## src/rtl/ctrl_pkg.sv

```systemverilog
`default_nettype none
// ============================================================================
// Module   : ctrl_pkg
// Brief    : State, opcode, instruction-class and output encodings shared by
//            the multi-cycle RV32 control unit and its decoder.
// Revision : 1.0  initial release
// ============================================================================
package ctrl_pkg;

    typedef enum logic [2:0] {
        ST_IDLE   = 3'd0,
        ST_FETCH  = 3'd1,
        ST_DECODE = 3'd2,
        ST_EXEC   = 3'd3,
        ST_MEM    = 3'd4,
        ST_FAULT  = 3'd5
    } state_t;

    localparam logic [6:0] c_OP_RTYPE  = 7'b0110011;
    localparam logic [6:0] c_OP_ADDI   = 7'b0010011;
    localparam logic [6:0] c_OP_LUI    = 7'b0110111;
    localparam logic [6:0] c_OP_JAL    = 7'b1101111;
    localparam logic [6:0] c_OP_LOAD   = 7'b0000011;
    localparam logic [6:0] c_OP_STORE  = 7'b0100011;
    localparam logic [6:0] c_OP_BRANCH = 7'b1100011;

    localparam logic [2:0] c_F3_ADD  = 3'b000;
    localparam logic [2:0] c_F3_WORD = 3'b010;
    localparam logic [2:0] c_F3_BEQ  = 3'b000;
    localparam logic [6:0] c_F7_ADD  = 7'b0000000;
    localparam logic [6:0] c_F7_SUB  = 7'b0100000;

    // Bit positions of the one-hot instruction-class vector.
    localparam int c_CLS_ADD  = 0;
    localparam int c_CLS_SUB  = 1;
    localparam int c_CLS_ADDI = 2;
    localparam int c_CLS_LUI  = 3;
    localparam int c_CLS_JAL  = 4;
    localparam int c_CLS_LW   = 5;
    localparam int c_CLS_SW   = 6;
    localparam int c_CLS_BEQ  = 7;
    localparam int c_NUM_CLS  = 8;

    localparam logic [1:0] c_WSEL_ALU = 2'd0;
    localparam logic [1:0] c_WSEL_MEM = 2'd1;
    localparam logic [1:0] c_WSEL_IMM = 2'd2;
    localparam logic [1:0] c_WSEL_PC4 = 2'd3;

    localparam logic c_PCSEL_SEQ = 1'b0;
    localparam logic c_PCSEL_REL = 1'b1;

    localparam logic [1:0] c_FAULT_NONE    = 2'd0;
    localparam logic [1:0] c_FAULT_ILLEGAL = 2'd1;
    localparam logic [1:0] c_FAULT_TIMEOUT = 2'd2;

    function automatic logic is_mem_cls(input logic [c_NUM_CLS-1:0] cls);
        return cls[c_CLS_LW] | cls[c_CLS_SW];
    endfunction

endpackage
`default_nettype wire

```

## src/rtl/ctrl_decode.sv

```systemverilog
`default_nettype none
// ============================================================================
// Module   : ctrl_decode
// Brief    : Combinational decode of the instruction register into a one-hot
//            class, a sign-extended immediate and an illegal flag.
// Revision : 1.0  initial release
// ============================================================================
module ctrl_decode
    import ctrl_pkg::*;
#(
    parameter int XLEN = 32
) (
    input  logic [31:0]          i_ir,
    output logic [c_NUM_CLS-1:0] o_cls,
    output logic [XLEN-1:0]      o_imm,
    output logic                 o_illegal
);

    logic [6:0]  w_opcode;
    logic [2:0]  w_funct3;
    logic [6:0]  w_funct7;
    logic [31:0] w_imm32;

    assign w_opcode = i_ir[6:0];
    assign w_funct3 = i_ir[14:12];
    assign w_funct7 = i_ir[31:25];

    // Unsupported encodings leave the class vector empty and the immediate 0.
    always_comb begin
        o_cls   = '0;
        w_imm32 = '0;
        case (w_opcode)
            c_OP_RTYPE: begin
                if (w_funct3 == c_F3_ADD && w_funct7 == c_F7_ADD) begin
                    o_cls[c_CLS_ADD] = 1'b1;
                end else if (w_funct3 == c_F3_ADD && w_funct7 == c_F7_SUB) begin
                    o_cls[c_CLS_SUB] = 1'b1;
                end
            end
            c_OP_ADDI: begin
                if (w_funct3 == c_F3_ADD) begin
                    o_cls[c_CLS_ADDI] = 1'b1;
                    w_imm32 = {{20{i_ir[31]}}, i_ir[31:20]};
                end
            end
            c_OP_LUI: begin
                o_cls[c_CLS_LUI] = 1'b1;
                w_imm32 = {i_ir[31:12], 12'b0};
            end
            c_OP_JAL: begin
                o_cls[c_CLS_JAL] = 1'b1;
                w_imm32 = {{12{i_ir[31]}}, i_ir[19:12], i_ir[20], i_ir[30:21], 1'b0};
            end
            c_OP_LOAD: begin
                if (w_funct3 == c_F3_WORD) begin
                    o_cls[c_CLS_LW] = 1'b1;
                    w_imm32 = {{20{i_ir[31]}}, i_ir[31:20]};
                end
            end
            c_OP_STORE: begin
                if (w_funct3 == c_F3_WORD) begin
                    o_cls[c_CLS_SW] = 1'b1;
                    w_imm32 = {{20{i_ir[31]}}, i_ir[31:25], i_ir[11:7]};
                end
            end
            c_OP_BRANCH: begin
                if (w_funct3 == c_F3_BEQ) begin
                    o_cls[c_CLS_BEQ] = 1'b1;
                    w_imm32 = {{19{i_ir[31]}}, i_ir[31], i_ir[7], i_ir[30:25], i_ir[11:8], 1'b0};
                end
            end
            default: ;
        endcase
    end

    assign o_imm     = XLEN'($signed(w_imm32));
    assign o_illegal = ~|o_cls;

endmodule
`default_nettype wire

```

## src/rtl/multicycle_ctrl_unit.sv

```systemverilog
`default_nettype none
// ============================================================================
// Module   : multicycle_ctrl_unit
// Brief    : Multi-cycle RV32 control FSM: fetch, decode, execute, memory,
//            with bus timeout fault, single-step and retired-instruction count.
// Revision : 1.0  initial release
// ============================================================================
module multicycle_ctrl_unit
    import ctrl_pkg::*;
#(
    parameter int XLEN        = 32,
    parameter int BUS_TIMEOUT = 16,
    parameter int CNT_W       = 32
) (
    input  logic             clk,
    input  logic             rst,
    input  logic             i_run,
    input  logic             i_step,
    input  logic [31:0]      i_instr,
    input  logic             i_bus_rdata_valid,
    input  logic             i_bus_write_done,
    input  logic             i_alu_zero,
    output logic [4:0]       o_reg_rs1,
    output logic [4:0]       o_reg_rs2,
    output logic [4:0]       o_reg_rd,
    output logic             o_reg_wen,
    output logic [1:0]       o_reg_wsel,
    output logic [XLEN-1:0]  o_imm,
    output logic             o_alu_op,
    output logic             o_alu_a_sel,
    output logic             o_alu_b_sel,
    output logic             o_pc_en,
    output logic             o_pc_sel,
    output logic             o_bus_start,
    output logic             o_bus_we,
    output logic             o_bus_addr_sel,
    output logic [2:0]       o_state,
    output logic             o_halted,
    output logic [1:0]       o_fault,
    output logic [CNT_W-1:0] o_instr_count
);

    localparam int                  c_WAIT_W    = $clog2(BUS_TIMEOUT + 1);
    localparam logic [c_WAIT_W-1:0] c_WAIT_LAST = c_WAIT_W'(BUS_TIMEOUT - 1);

    state_t                r_state;
    logic [31:0]           r_ir;
    logic [c_WAIT_W-1:0]   r_wait;
    logic                  r_first;
    logic [CNT_W-1:0]      r_count;
    logic [1:0]            r_fault;

    logic [c_NUM_CLS-1:0]  w_cls;
    logic                  w_illegal;
    logic                  w_is_mem;
    logic                  w_mem_ack;
    logic                  w_timeout;
    logic                  w_retire;

    ctrl_decode #(
        .XLEN (XLEN)
    ) u_decode (
        .i_ir      (r_ir),
        .o_cls     (w_cls),
        .o_imm     (o_imm),
        .o_illegal (w_illegal)
    );

    assign w_is_mem  = is_mem_cls(w_cls);
    assign w_mem_ack = w_cls[c_CLS_SW] ? i_bus_write_done : i_bus_rdata_valid;
    assign w_timeout = (r_wait == c_WAIT_LAST);
    assign w_retire  = ((r_state == ST_EXEC) && !w_is_mem) ||
                       ((r_state == ST_MEM) && w_mem_ack);

    always_ff @(posedge clk) begin
        if (rst) begin
            r_state <= ST_IDLE;
            r_ir    <= '0;
            r_wait  <= '0;
            r_first <= 1'b0;
            r_count <= '0;
            r_fault <= c_FAULT_NONE;
        end else begin
            r_first <= 1'b0;
            case (r_state)
                ST_IDLE: begin
                    if (i_run || i_step) begin
                        r_state <= ST_FETCH;
                        r_wait  <= '0;
                        r_first <= 1'b1;
                    end
                end
                ST_FETCH: begin
                    // An ack on the last wait cycle still beats the timeout.
                    if (i_bus_rdata_valid) begin
                        r_ir    <= i_instr;
                        r_state <= ST_DECODE;
                    end else if (w_timeout) begin
                        r_state <= ST_FAULT;
                        r_fault <= c_FAULT_TIMEOUT;
                    end else begin
                        r_wait <= r_wait + 1'b1;
                    end
                end
                ST_DECODE: begin
                    if (w_illegal) begin
                        r_state <= ST_FAULT;
                        r_fault <= c_FAULT_ILLEGAL;
                    end else begin
                        r_state <= ST_EXEC;
                    end
                end
                ST_EXEC: begin
                    if (w_is_mem) begin
                        r_state <= ST_MEM;
                        r_wait  <= '0;
                        r_first <= 1'b1;
                    end
                end
                ST_MEM: begin
                    if (!w_mem_ack) begin
                        if (w_timeout) begin
                            r_state <= ST_FAULT;
                            r_fault <= c_FAULT_TIMEOUT;
                        end else begin
                            r_wait <= r_wait + 1'b1;
                        end
                    end
                end
                ST_FAULT: ;
                default: r_state <= ST_IDLE;
            endcase

            if (w_retire) begin
                r_count <= r_count + 1'b1;
                if (i_run) begin
                    r_state <= ST_FETCH;
                    r_wait  <= '0;
                    r_first <= 1'b1;
                end else begin
                    r_state <= ST_IDLE;
                end
            end
        end
    end

    always_comb begin
        o_reg_wen      = 1'b0;
        o_reg_wsel     = c_WSEL_ALU;
        o_alu_op       = 1'b0;
        o_alu_a_sel    = 1'b0;
        o_alu_b_sel    = 1'b0;
        o_pc_en        = 1'b0;
        o_pc_sel       = c_PCSEL_SEQ;
        o_bus_start    = 1'b0;
        o_bus_we       = 1'b0;
        o_bus_addr_sel = 1'b0;
        case (r_state)
            ST_FETCH: o_bus_start = r_first;
            ST_EXEC: begin
                if (w_cls[c_CLS_ADD] || w_cls[c_CLS_SUB] || w_cls[c_CLS_ADDI]) begin
                    o_reg_wen   = 1'b1;
                    o_alu_op    = w_cls[c_CLS_SUB];
                    o_alu_b_sel = w_cls[c_CLS_ADDI];
                    o_pc_en     = 1'b1;
                end
                if (w_cls[c_CLS_LUI]) begin
                    o_reg_wen  = 1'b1;
                    o_reg_wsel = c_WSEL_IMM;
                    o_pc_en    = 1'b1;
                end
                if (w_cls[c_CLS_JAL]) begin
                    o_reg_wen  = 1'b1;
                    o_reg_wsel = c_WSEL_PC4;
                    o_pc_en    = 1'b1;
                    o_pc_sel   = c_PCSEL_REL;
                end
                if (w_cls[c_CLS_BEQ]) begin
                    o_alu_op = 1'b1;
                    o_pc_en  = 1'b1;
                    o_pc_sel = i_alu_zero;
                end
                if (w_is_mem) begin
                    o_alu_b_sel = 1'b1;
                end
            end
            ST_MEM: begin
                // Address computation rs1+imm stays on the ALU for the whole access.
                o_alu_b_sel    = 1'b1;
                o_bus_addr_sel = 1'b1;
                o_bus_start    = r_first;
                o_bus_we       = w_cls[c_CLS_SW];
                if (w_mem_ack) begin
                    o_pc_en = 1'b1;
                    if (w_cls[c_CLS_LW]) begin
                        o_reg_wen  = 1'b1;
                        o_reg_wsel = c_WSEL_MEM;
                    end
                end
            end
            default: ;
        endcase
        if (o_reg_rd == 5'd0) begin
            o_reg_wen = 1'b0;
        end
    end

    assign o_reg_rs1     = r_ir[19:15];
    assign o_reg_rs2     = r_ir[24:20];
    assign o_reg_rd      = r_ir[11:7];
    assign o_state       = r_state;
    assign o_halted      = (r_state == ST_FAULT);
    assign o_fault       = r_fault;
    assign o_instr_count = r_count;

endmodule
`default_nettype wire

```

## config.mk

```make
export PLATFORM = sky130hd
export DESIGN_NAME = multicycle_ctrl_unit
export DESIGN_NICKNAME = d
export VERILOG_FILES = /design/src/rtl/ctrl_pkg.sv /design/src/rtl/ctrl_decode.sv /design/src/rtl/multicycle_ctrl_unit.sv
export SDC_FILE = /design/constraint.sdc
export NUM_CORES = 1
export LEC_CHECK = 0
export BUFFER_PORTS_ARGS = -buffer_cell sky130_fd_sc_hd__buf_2
export CORE_UTILIZATION = 54
export CTS_BUF_LIST = sky130_fd_sc_hd__clkbuf_8
export CTS_CLUSTER_DIAMETER = 120
export DETAILED_ROUTE_END_ITERATION = 8
export GPL_TIMING_DRIVEN = 0
export PLACE_DENSITY = 0.91
export SLEW_MARGIN = 20
export SYNTH_ARGS = -nofsm -noshare
export SYNTH_HDL_FRONTEND = slang
export SYNTH_SLANG_ARGS = --single-unit
```

## constraint.sdc

```tcl
create_clock -name clk -period 2.6 [get_ports clk]
set_input_delay 0.13 -clock clk [delete_from_list [all_inputs] [get_ports clk]]
set_output_delay 0.13 -clock clk [all_outputs]
set_load 0.02 [all_outputs]
```

==> results of run 1 <==
==> worst register-to-register path, cell delays in order, from the launching register on <==
cell,delay (ps)
dfxtp_1,410
or3_4,490
o31ai_4,470
clkbuf_4,330
buf_2,250
nand2_1,130
a211oi_1,240
nor3b_1,80
==> metal layers <==
metal | global-route usage [%] | share of wire [%] | routed length (um)
met4 | 15.6 | 3.0 | 432
met1 | 39.2 | 39 | 5610
met2 | 55.2 | 49 | 7010
met3 | 6.96 | 9.1 | 1300
met5 | 0 | 0 | 0
==> synthesized netlist by cell type, types with 9 or more instances <==
cell type / n / area share (%)
nand2_1: 97 / 7.9
dfxtp_1: 75 / 33
a21oi_1: 62 / 6.8
nor2_1: 56 / 4.6
nor2b_1: 39 / 5.3
o21ai_0: 30 / 3.3
clkbuf_1: 29 / 2.4
nand3_1: 24 / 2.6
mux2_2: 22 / 5.4
buf_4: 17 / 2.8
nand4_1: 17 / 2.3
nor3_1: 10 / 1.1
a211oi_1: 9 / 1.5
a21o_1: 9 / 1.5
inv_1: 9 / 0.74
==> cells by family (layout without fill, tap and decap cells) <==
kind of cell	Yosys count	count (layout)	synth area share, %
other cells	1	1	0.0818
buf+inv	65	231	7.21
flops	75	75	32.8
fa+ha+maj	2	2	0.546
simple gates	284	284	30.9
mux	31	31	7.59
compound gates	149	149	20.9
==> state kept, by name, summed over array words and instances (netlist names) <==
name and count:
r_ir 32, r_wait 5, r_first 1, o_state 3, o_instr_count 32, o_fault 2
==> power groups by stage <==
stage | combinational, mW | clock, mW | sequential (mW)
after floorplan | 0.214 | 0 | 1.23
after global placement | 0.302 | 0 | 1.24
after detailed placement | 0.312 | 0 | 1.24
after CTS | 0.328 | 0.958 | 1.21
after global routing | 0.367 | 1.02 | 1.22
final | 0.335 | 0.958 | 1.22
==> per-stage QoR <==
stage	utilization, %	cells	hold slack [ps]	setup TNS [ps]
floorplan	-	607	266	0
global placement	65.4	844	372	-82.2
detailed placement	65.4	844	378	-566
CTS	69.9	874	0.608	0
global route	70.9	878	6.42	-67.3
finish	70.9	878	6.66	0
==> worst max path at each step <==
| stage | end |
|---|---|
| after floorplan | o_instr_count[27] |
| after global placement | o_imm[31] |
| after detailed placement | o_imm[31] |
| after CTS | o_imm[21] |
| after global routing | o_reg_wen |
| final | o_imm[13] |
==> cells in the final DEF (no fill, tap or decap), types with 3 or more instances in the layout <==
cell type and count:
buf_2 135, o21ai_0 26, a31oi_1 4, a21oi_1 60, o21ai_1 4, inv_6 3, dfxtp_1 74, nand2_1 97
nor2_1 55, nor3b_1 3, mux2_2 22, and4_1 3, a211oi_1 9, clkbuf_2 3, a21o_1 9, nand2b_1 6
dlygate4sd3_1 12, nand3b_1 3, clkbuf_8 9, nand4_1 17, nor2b_1 39, mux2_1 8, a22o_1 4, buf_4 25
nand3_1 24, and3_1 6, a2111oi_2 5, clkbuf_1 25, nor3_1 9, inv_1 9
==> repair_timing <==
item | CTS | global route
hold endpoints to repair | 12 | 0
pin swaps | 2 | 4
gates resized for setup | 7 | 23
endpoints found under the setup margin | 28 | 34
hold buffers | 12 | 0
buffers inserted | 2 | 5
==> final cells by class <==
cell class	count	area share, %
Inverter	9	0.580
Buffer	55	5.22
Tap cell	105	2.25
Clock buffer	9	2.13
Sequential cell	75	25.8
Multi-Input combinational cell	467	48.3
Clock inverter	7	1.40
Timing Repair Buffer	151	14.3
==> results.yml, run 1 <==
global_routing:
  grt-ovfl-total: 0
  grt_pass1_wl_mm: 22.9
  grt_pass1_vias: 4922
  grt_max_degree: 16
  grt_usage_pct: 32.7
  grt_antenna_before_repair: 0
timing:
  max_freq_mhz: 399
  fin_crit_sh_pct: 96.3
  hold_violations: 0
  slew-limit-headroom_pct: 57.1
  finalClockSkew_ps: 20.4
  setup_viol: 0
  worst_pin_slew_ps: 638
  fin_ws_ps: 96.7
  min_period_ps: 2500
  maxSlewViolCount: 0
detailed_routing:
  drt_wl_total_mm: 14.4
  ant_nets: 0
  first_pass_iters: 5
  avgRoutedWirePerCell_um: 16.4
  vias: 5253
  vias_per_cell: 5.98
  drt-initial-drc-count: 472
  route.detailed.drc: 0
clock_network:
  clockRootBuffer: "clkbuf_8"
  clkTransAtPathRegs_ps: 80
  tritoncts: "done"
  clock_latency_ps: 380
  h-tree-depth: 3
  cts_buffer_depth: 2
  numClockSinks: 75
  cts_buffers: 9
power:
  switching_power_mw: 0.740
  pwr-share-clk_pct: 38.1
  p_total_mw: 2.51
  seq_power_share_pct: 48.5
  switching_share_pct: 29.4
  p_per_area_nw_per_um2: 431
  power_frac_comb_pct: 13.3
  peakVddDrop_mv: 0.258
  cellLeakagePower_nw: 2.54
  internal_power_mw: 1.77
synth:
  seq_area_frac_synth_pct: 32.8
  synthCells: 607
  ys.flop_type: "dfxtp_1"
  synth_area_per_cell_sq_um: 7.55
  synth_edf_count: 0
  synth_fp_nets: 648
  ys_types: 64
  async_reset_ff_share_pct: 0
  netlist_area_sq_um: 4580
  yosysWarningCount: 0
  ys_ff_latch: 75
place:
  pre_cts_ws_ps: -94.6
  place_area_sq_um: 5380
  io_buffers: 132
  gp_congestion: 0.989
  place.detailed.hpwl_mm: 10.4
layout:
  diodes: 0
  multi_input_area_sq_um: 2820
  fin_area_sq_um: 5830
  ff_latch_area_sq_um: 1500
  drive_gt1_share_pct: 29.5
  synthToLayoutAreaGrowth_pct: 27.2
  layout.nets: 809
  nFillCells: 664
critical_path:
  crit_type: "flop to output pin"
  rr_worst_depth: 7
  slowest_delay_ps: 380
  crit_path_end_kind: "output pin"
  cp_num_buf_inv: 2
  critical_path_required_ps: 2470
  worstSetupStartpointType: "flop"
  slowest_stage: "or3_1"
  crit_start: "r_ir[2]"
  critPathTopFamily: "simple AND/OR/NAND/NOR gates"
  reg2reg_from: "r_ir[3]"
  regToRegSetupSlack_ps: 110
  r2r_end: "r_wait[4]"
  path_cells: "buf_6 > or3_1 > or2_1 > or3_4 > a21oi_4 > a21o_1 > buf_2"
  arrival_ps: 2370
  crit_fanout: 9
  path_depth: 7
floorplan:
  pin_count: 135
  core-area_sq_um: 8220
  fp.dieW_um: 94.1
  dieArea_sq_um: 8860
  core.rowCount: 33
  die_height_um: 94.1
  start_util_pct: 55.8
hold_path:
  hold_end: "r_ir[8]"
  worst_hold_path_type: "input pin to flop"
  hold_path_depth: 3
  hp-start: "i_instr[8]"
run:
  drv_cap: 0
run_status:
  status: "complete, no violations"
No activity file was read; power rests on OpenSTA's default activity.
==> run 2: changes to the inputs <==
ABC_AREA = 1   (was not set)
BUFFER_PORTS_ARGS = not set   (was -buffer_cell sky130_fd_sc_hd__buf_2)
CORE_UTILIZATION = 55   (was 54)
DONT_BUFFER_PORTS = 1   (was not set)
PLACE_DENSITY = 0.78   (was 0.91)
SETUP_SLACK_MARGIN = 0.2   (was not set)
==> results.yml, run 2 <==
critical_path:
  worstSetupStartpointType: "flop"
  crit_fanout: 7
  path_cells: "inv_2 > nor2_2 > nand4_1 > a31oi_1"
  slowest_delay_ps: 560
  arrival_ps: 2140
  critical_path_required_ps: 2470
  crit_type: "flop to output pin"
  crit_path_end_kind: "output pin"
  slowest_stage: "dfxtp_1"
timing:
  fin_crit_sh_pct: 87.5
  hold_violations: 0
  fin_ws_ps: 325
  setup_viol: 0
  max_freq_mhz: 440
  min_period_ps: 2270
  setup_tns_ps: 0
  maxSlewViolCount: 0
  slew-limit-headroom_pct: 46.7
  finalClockSkew_ps: 9.73
  rsz0062_at_grt: "no"
  worst_pin_slew_ps: 793
synth:
  ys_top_cells_by_area: "dfxtp_1 34%, nand2_1 15%, nor2_1 8.8%"
  synth_commonest_cells: "171 x nand2_1, 103 x nor2_1, 75 x dfxtp_1"
  seq_area_frac_synth_pct: 34.2
  synth_top_area_share_pct: 34.2
  yosysTopAreaCell: "dfxtp_1"
  ys.flop_type: "dfxtp_1"
  ys_types: 37
  ys_ff_latch: 75
  yosysMostFrequentCell: "nand2_1"
  synthCells: 684
  netlist_area_sq_um: 4400
  async_reset_ff_share_pct: 0
  synth_area_per_cell_sq_um: 6.43
  yosysWarningCount: 0
  synth_fp_nets: 725
  synth_edf_count: 0
floorplan:
  core.rowCount: 32
  core-area_sq_um: 7730
  die_height_um: 91.4
  start_util_pct: 56.9
  pin_count: 135
  fp.dieW_um: 91.4
  dieArea_sq_um: 8350
clock_network:
  cts_buffers: 9
  clockRootBuffer: "clkbuf_8"
  numClockSinks: 75
  clock_latency_ps: 360
  h-tree-depth: 3
  tritoncts: "done"
  cts_setup_buffers: 0
  cts_buffer_depth: 2
  clkTransAtPathRegs_ps: 80
detailed_routing:
  dr_wl_met2_mm: 6.01
  drt-initial-drc-count: 392
  ant_nets: 0
  first_pass_iters: 5
  wl_met3_mm: 1.16
  drt_wl_total_mm: 12.8
  vias: 4657
  route.detailed.drc: 0
  avgRoutedWirePerCell_um: 15.4
  vias_per_cell: 5.60
  highest_layer: "met4"
  wl_met1_mm: 5.32
place:
  pre_cts_ws_ps: 439
  place.detailed.hpwl_mm: 9.54
  io_buffers: 0
  gp_congestion: 0.942
run_status:
  status: "complete, no violations"
layout:
  synthToLayoutAreaGrowth_pct: 14.8
  diodes: 0
  layout.nets: 766
  final_cell_mix: "171 x nand2_1, 103 x nor2_1, 73 x dfxtp_1, 65 x inv_1, 62 x a21oi_1"
  final_util_pct: 65.3
  final_common_cell: "nand2_1"
  drive_gt1_share_pct: 8.77
global_routing:
  grt-ovfl-total: 0
  grt_usage_pct: 31.1
  grt_pass1_vias: 4384
  grt_antenna_before_repair: 0
  grt_max_degree: 14
  grt_pass1_wl_mm: 20.6
power:
  p_total_mw: 2.87
  cellLeakagePower_nw: 1.99
  p_per_area_nw_per_um2: 568
  peakVddDrop_mv: 0.388
hold_path:
  worst_hold_path_type: "input pin to flop"
run:
  drv_cap: 0
## run 2: cell count changes in the layout (fill, tap and decap cells not counted), sizes merged, moves of 33 or more
cell   before  now
buf       164   24
nand2      97  179
inv        12   72
nor2       56  107
nor2b      39    0
o21ai      30   63
## run 2: timing repair
item / in CTS / in global routing
endpoints found under the setup margin: 3 / 8
hold buffers: 30 / 0
resized for setup: 1 / 4
hold endpoints to repair: 30 / 0
## run 2: final timing paths
kind	startpoint	to	slack [ps]	depth (start not counted)
worst max register to register	o_instr_count[1]	o_instr_count[30]	530	9
worst max-delay path	o_state[2]	o_reg_wen	330	4
worst min-delay path	i_instr[4]	r_ir[4]	60	2
worst min register to register	r_wait[4]	r_wait[4]	460	2
## run 2: routing by layer
metal	vias to the layer above	global-route usage (%)
met3	33	6.20
met1	2114	39.0
met2	234	52.1
met5	-	0
li1	2276	-
met4	0	12.0
## run 2: through the flow
stage	instance area, sq um	hold WS [ps]	std cells
2_1_floorplan	4400	292	684
3_3_place_gp	4520	299	786
3_5_place_dp	4520	307	786
4_1_cts	5040	45.5	832
5_1_grt	5050	82.4	832
6_report	5050	59.3	832
## run 2: power breakdown
part           switching (mW)  internal [mW]  total, mW
clock network           0.465          0.539       1.00
logic                   0.359          0.193      0.553
registers              0.0835           1.23       1.31
## run 2: cell type report
class / count / area [sq um]
fillers: 699 / 2680
multi-input cells: 501 / 2390
flip-flops and latches: 75 / 1500
repair buffers: 30 / 300
inverters: 71 / 272
plain buffers: 37 / 235
well taps: 102 / 128
clock buffers: 9 / 124
clock inverters: 7 / 92.6
## run 2: cell families after synthesis
logic type	Yosys count	synth area share, %
and+or+nand+nor	335	32.2
DFF	75	34.2
AOI/OAI and AO/OA	141	17.1
adders and majority gates	2	0.569
other	1	0.0853
buffers and inverters	108	11.5
xor gates and xnor gates	22	4.38
## run 2: critical path, delay by kind of cell (launching register included)
family,cells,cell delay [ps]
AOI/OAI and AO/OA,1,500
and+or+nand+nor,2,620
DFF,1,560
buffers and inverters,1,110
==> run 3: changes to the inputs <==
--- a/config.mk
+++ b/config.mk
@@ -8,2 +8,3 @@
 export ABC_AREA = 1
+export CORE_ASPECT_RATIO = 1.4
 export CORE_UTILIZATION = 55
==> constraint.sdc (replaced) <==
create_clock -name clk -period 2.6 [get_ports clk]
set_input_delay 0.52 -clock clk [delete_from_list [all_inputs] [get_ports clk]]
set_output_delay 0.52 -clock clk [all_outputs]
set_load 0.02 [all_outputs]
==> results.yml, run 3 (synthesized netlist as in run 2, its figures left out) <==
critical_path:
  crit_fanout: 4
  slowest_stage: "o21ai_1"
  worstSetupStartpointType: "flop"
  crit_type: "flop to output pin"
  crit_path_end_kind: "output pin"
  rr_worst_depth: 9
  crit_path_frequent_cell: "nand2_1"
  path_cells: "nor2_1 > nand2_1 > nor2_1 > nand2_1 > nand2_1 > inv_1 > o21ai_1"
  slowest_delay_ps: 410
  regToRegSetupSlack_ps: 460
  critical_path_required_ps: 2080
  arrival_ps: 1910
timing:
  fin_crit_sh_pct: 93.5
  min_period_ps: 2430
  setup_viol: 0
  slew-limit-headroom_pct: 47.9
  max_freq_mhz: 411
  worst_pin_slew_ps: 774
  hold_violations: 0
  fin_ws_ps: 168
  finalClockSkew_ps: 13.7
  setup_tns_ps: 0
  maxSlewViolCount: 0
  rsz0062_at_grt: "yes"
run:
  drv_cap: 0
power:
  peakVddDrop_mv: 0.377
  cellLeakagePower_nw: 1.91
  pwr-share-clk_pct: 31.1
  internal_power_mw: 1.75
  power_frac_comb_pct: 20.3
  switching_share_pct: 35.4
  switching_power_mw: 0.955
  p_per_area_nw_per_um2: 540
  seq_power_share_pct: 48.6
detailed_routing:
  vias: 4585
  drt-initial-drc-count: 297
  vias_per_cell: 5.68
  ant_nets: 0
  avgRoutedWirePerCell_um: 17.0
  drt_wl_total_mm: 13.7
  first_pass_iters: 5
  route.detailed.drc: 0
place:
  io_buffers: 0
  pre_cts_ws_ps: 193
  place.detailed.hpwl_mm: 10.4
  gp_congestion: 1.01
floorplan:
  dieArea_sq_um: 8360
  fp.dieW_um: 77.6
  core.rowCount: 38
  core-area_sq_um: 7750
  die_height_um: 108
  start_util_pct: 56.7
  pin_count: 135
global_routing:
  grt-ovfl-total: 0
  grt_pass1_vias: 4400
  grt_usage_pct: 32.1
  grt_pass1_wl_mm: 20.4
  grt_max_degree: 15
  grt_antenna_before_repair: 2
layout:
  synthToLayoutAreaGrowth_pct: 13.9
  ff_latch_area_sq_um: 1510
  drive_gt1_share_pct: 16.2
  final_cell_mix: "160 x nand2_1, 92 x nor2_1, 70 x dfxtp_1, 61 x inv_1, 61 x a21oi_1"
  multi_input_area_sq_um: 2630
  nFillCells: 713
  final_common_cell: "nand2_1"
  layout.nets: 740
clock_network:
  cts_buffer_depth: 2
  h-tree-depth: 3
  clkTransAtPathRegs_ps: 90
  holdBufCountCts: 0
  clockRootBuffer: "clkbuf_8"
  numClockSinks: 75
  tritoncts: "done"
  cts_buffers: 9
  clock_latency_ps: 370
run_status:
  status: "complete, no violations"
hold_path:
  worst_hold_path_type: "input pin to flop"
  hold_path_depth: 2
==> run 3: changes by cell type in the layout (fill, tap and decap cells not counted), moves of 5 or more <==
cell / previous run / this run
o21ai_0: 53 / 48
nor2_2: 2 / 9
o21ai_4: 0 / 6
nor2_1: 103 / 92
nand2_2: 7 / 15
dlygate4sd3_1: 30 / 0
nand2_1: 171 / 160
==> run 3: worst max-delay path, delay by kind of cell (launching register included) <==
family          cells  cell delay, ps
simple gates        5             690
buf+inv             1              80
flops               1             360
compound gates      1             410
==> run 3: worst paths after layout <==
kind | startpoint | endpoint
worst min-delay path | i_run | r_first
worst max register to register | o_instr_count[0] | o_instr_count[30]
worst min register to register | r_wait[4] | r_wait[4]
worst max-delay path | r_ir[5] | o_alu_b_sel
==> run 3: area by class of cell <==
type / instances / share of cell area (%)
multi-input cells: 501 / 52.5
flip-flops and latches: 75 / 30.1
inverters: 71 / 5.50
plain buffers: 37 / 4.92
well taps: 100 / 2.50
clock buffers: 9 / 2.48
clock inverters: 7 / 1.03
repair buffers: 3 / 0.700
repair inverters: 1 / 0.150
diodes: 3 / 0.150
==> run 3: per-stage QoR <==
stage / util [%] / hold slack, ps / total power, mW / std cells / area (sq um)
2_1_floorplan: - / 429 / 1.72 / 684 / 4400
3_3_place_gp: 58.3 / 441 / 1.82 / 784 / 4520
3_5_place_dp: 58.3 / 457 / 1.84 / 784 / 4520
4_1_cts: 61.8 / 314 / 2.66 / 800 / 4790
5_1_grt: 64.5 / 320 / 2.81 / 805 / 5000
6_report: 64.6 / 315 / 2.70 / 807 / 5000
==> run 3: timing repair <==
| item | 4_1_cts | 5_1_grt |
|---|---|---|
| gates resized for setup | 34 | 45 |
| pin swaps | 2 | 13 |
| setup endpoints to repair | 36 | 38 |
| setup buffers | 0 | 3 |
| gates cloned | 0 | 1 |
| endpoints found under the hold margin | 0 | 0 |
==> run 3: power groups by stage <==
stage	Clock [mW]	Combinational, mW	Sequential [mW]
global placement	0	0.497	1.32
floorplan	0	0.409	1.31
detailed placement	0	0.510	1.33
finish	0.840	0.548	1.31
CTS	0.838	0.522	1.31
global route	0.881	0.603	1.32
==> run 3: layer usage <==
metal | global-route usage [%] | routed length, um | vias to the layer above
met2 | 60.6 | 7210 | 216
met3 | 9.92 | 1030 | 49
li1 | - | - | 2229
met1 | 29.2 | 4830 | 2091
met5 | 0 | 0 | -
met4 | 20.6 | 672 | 0
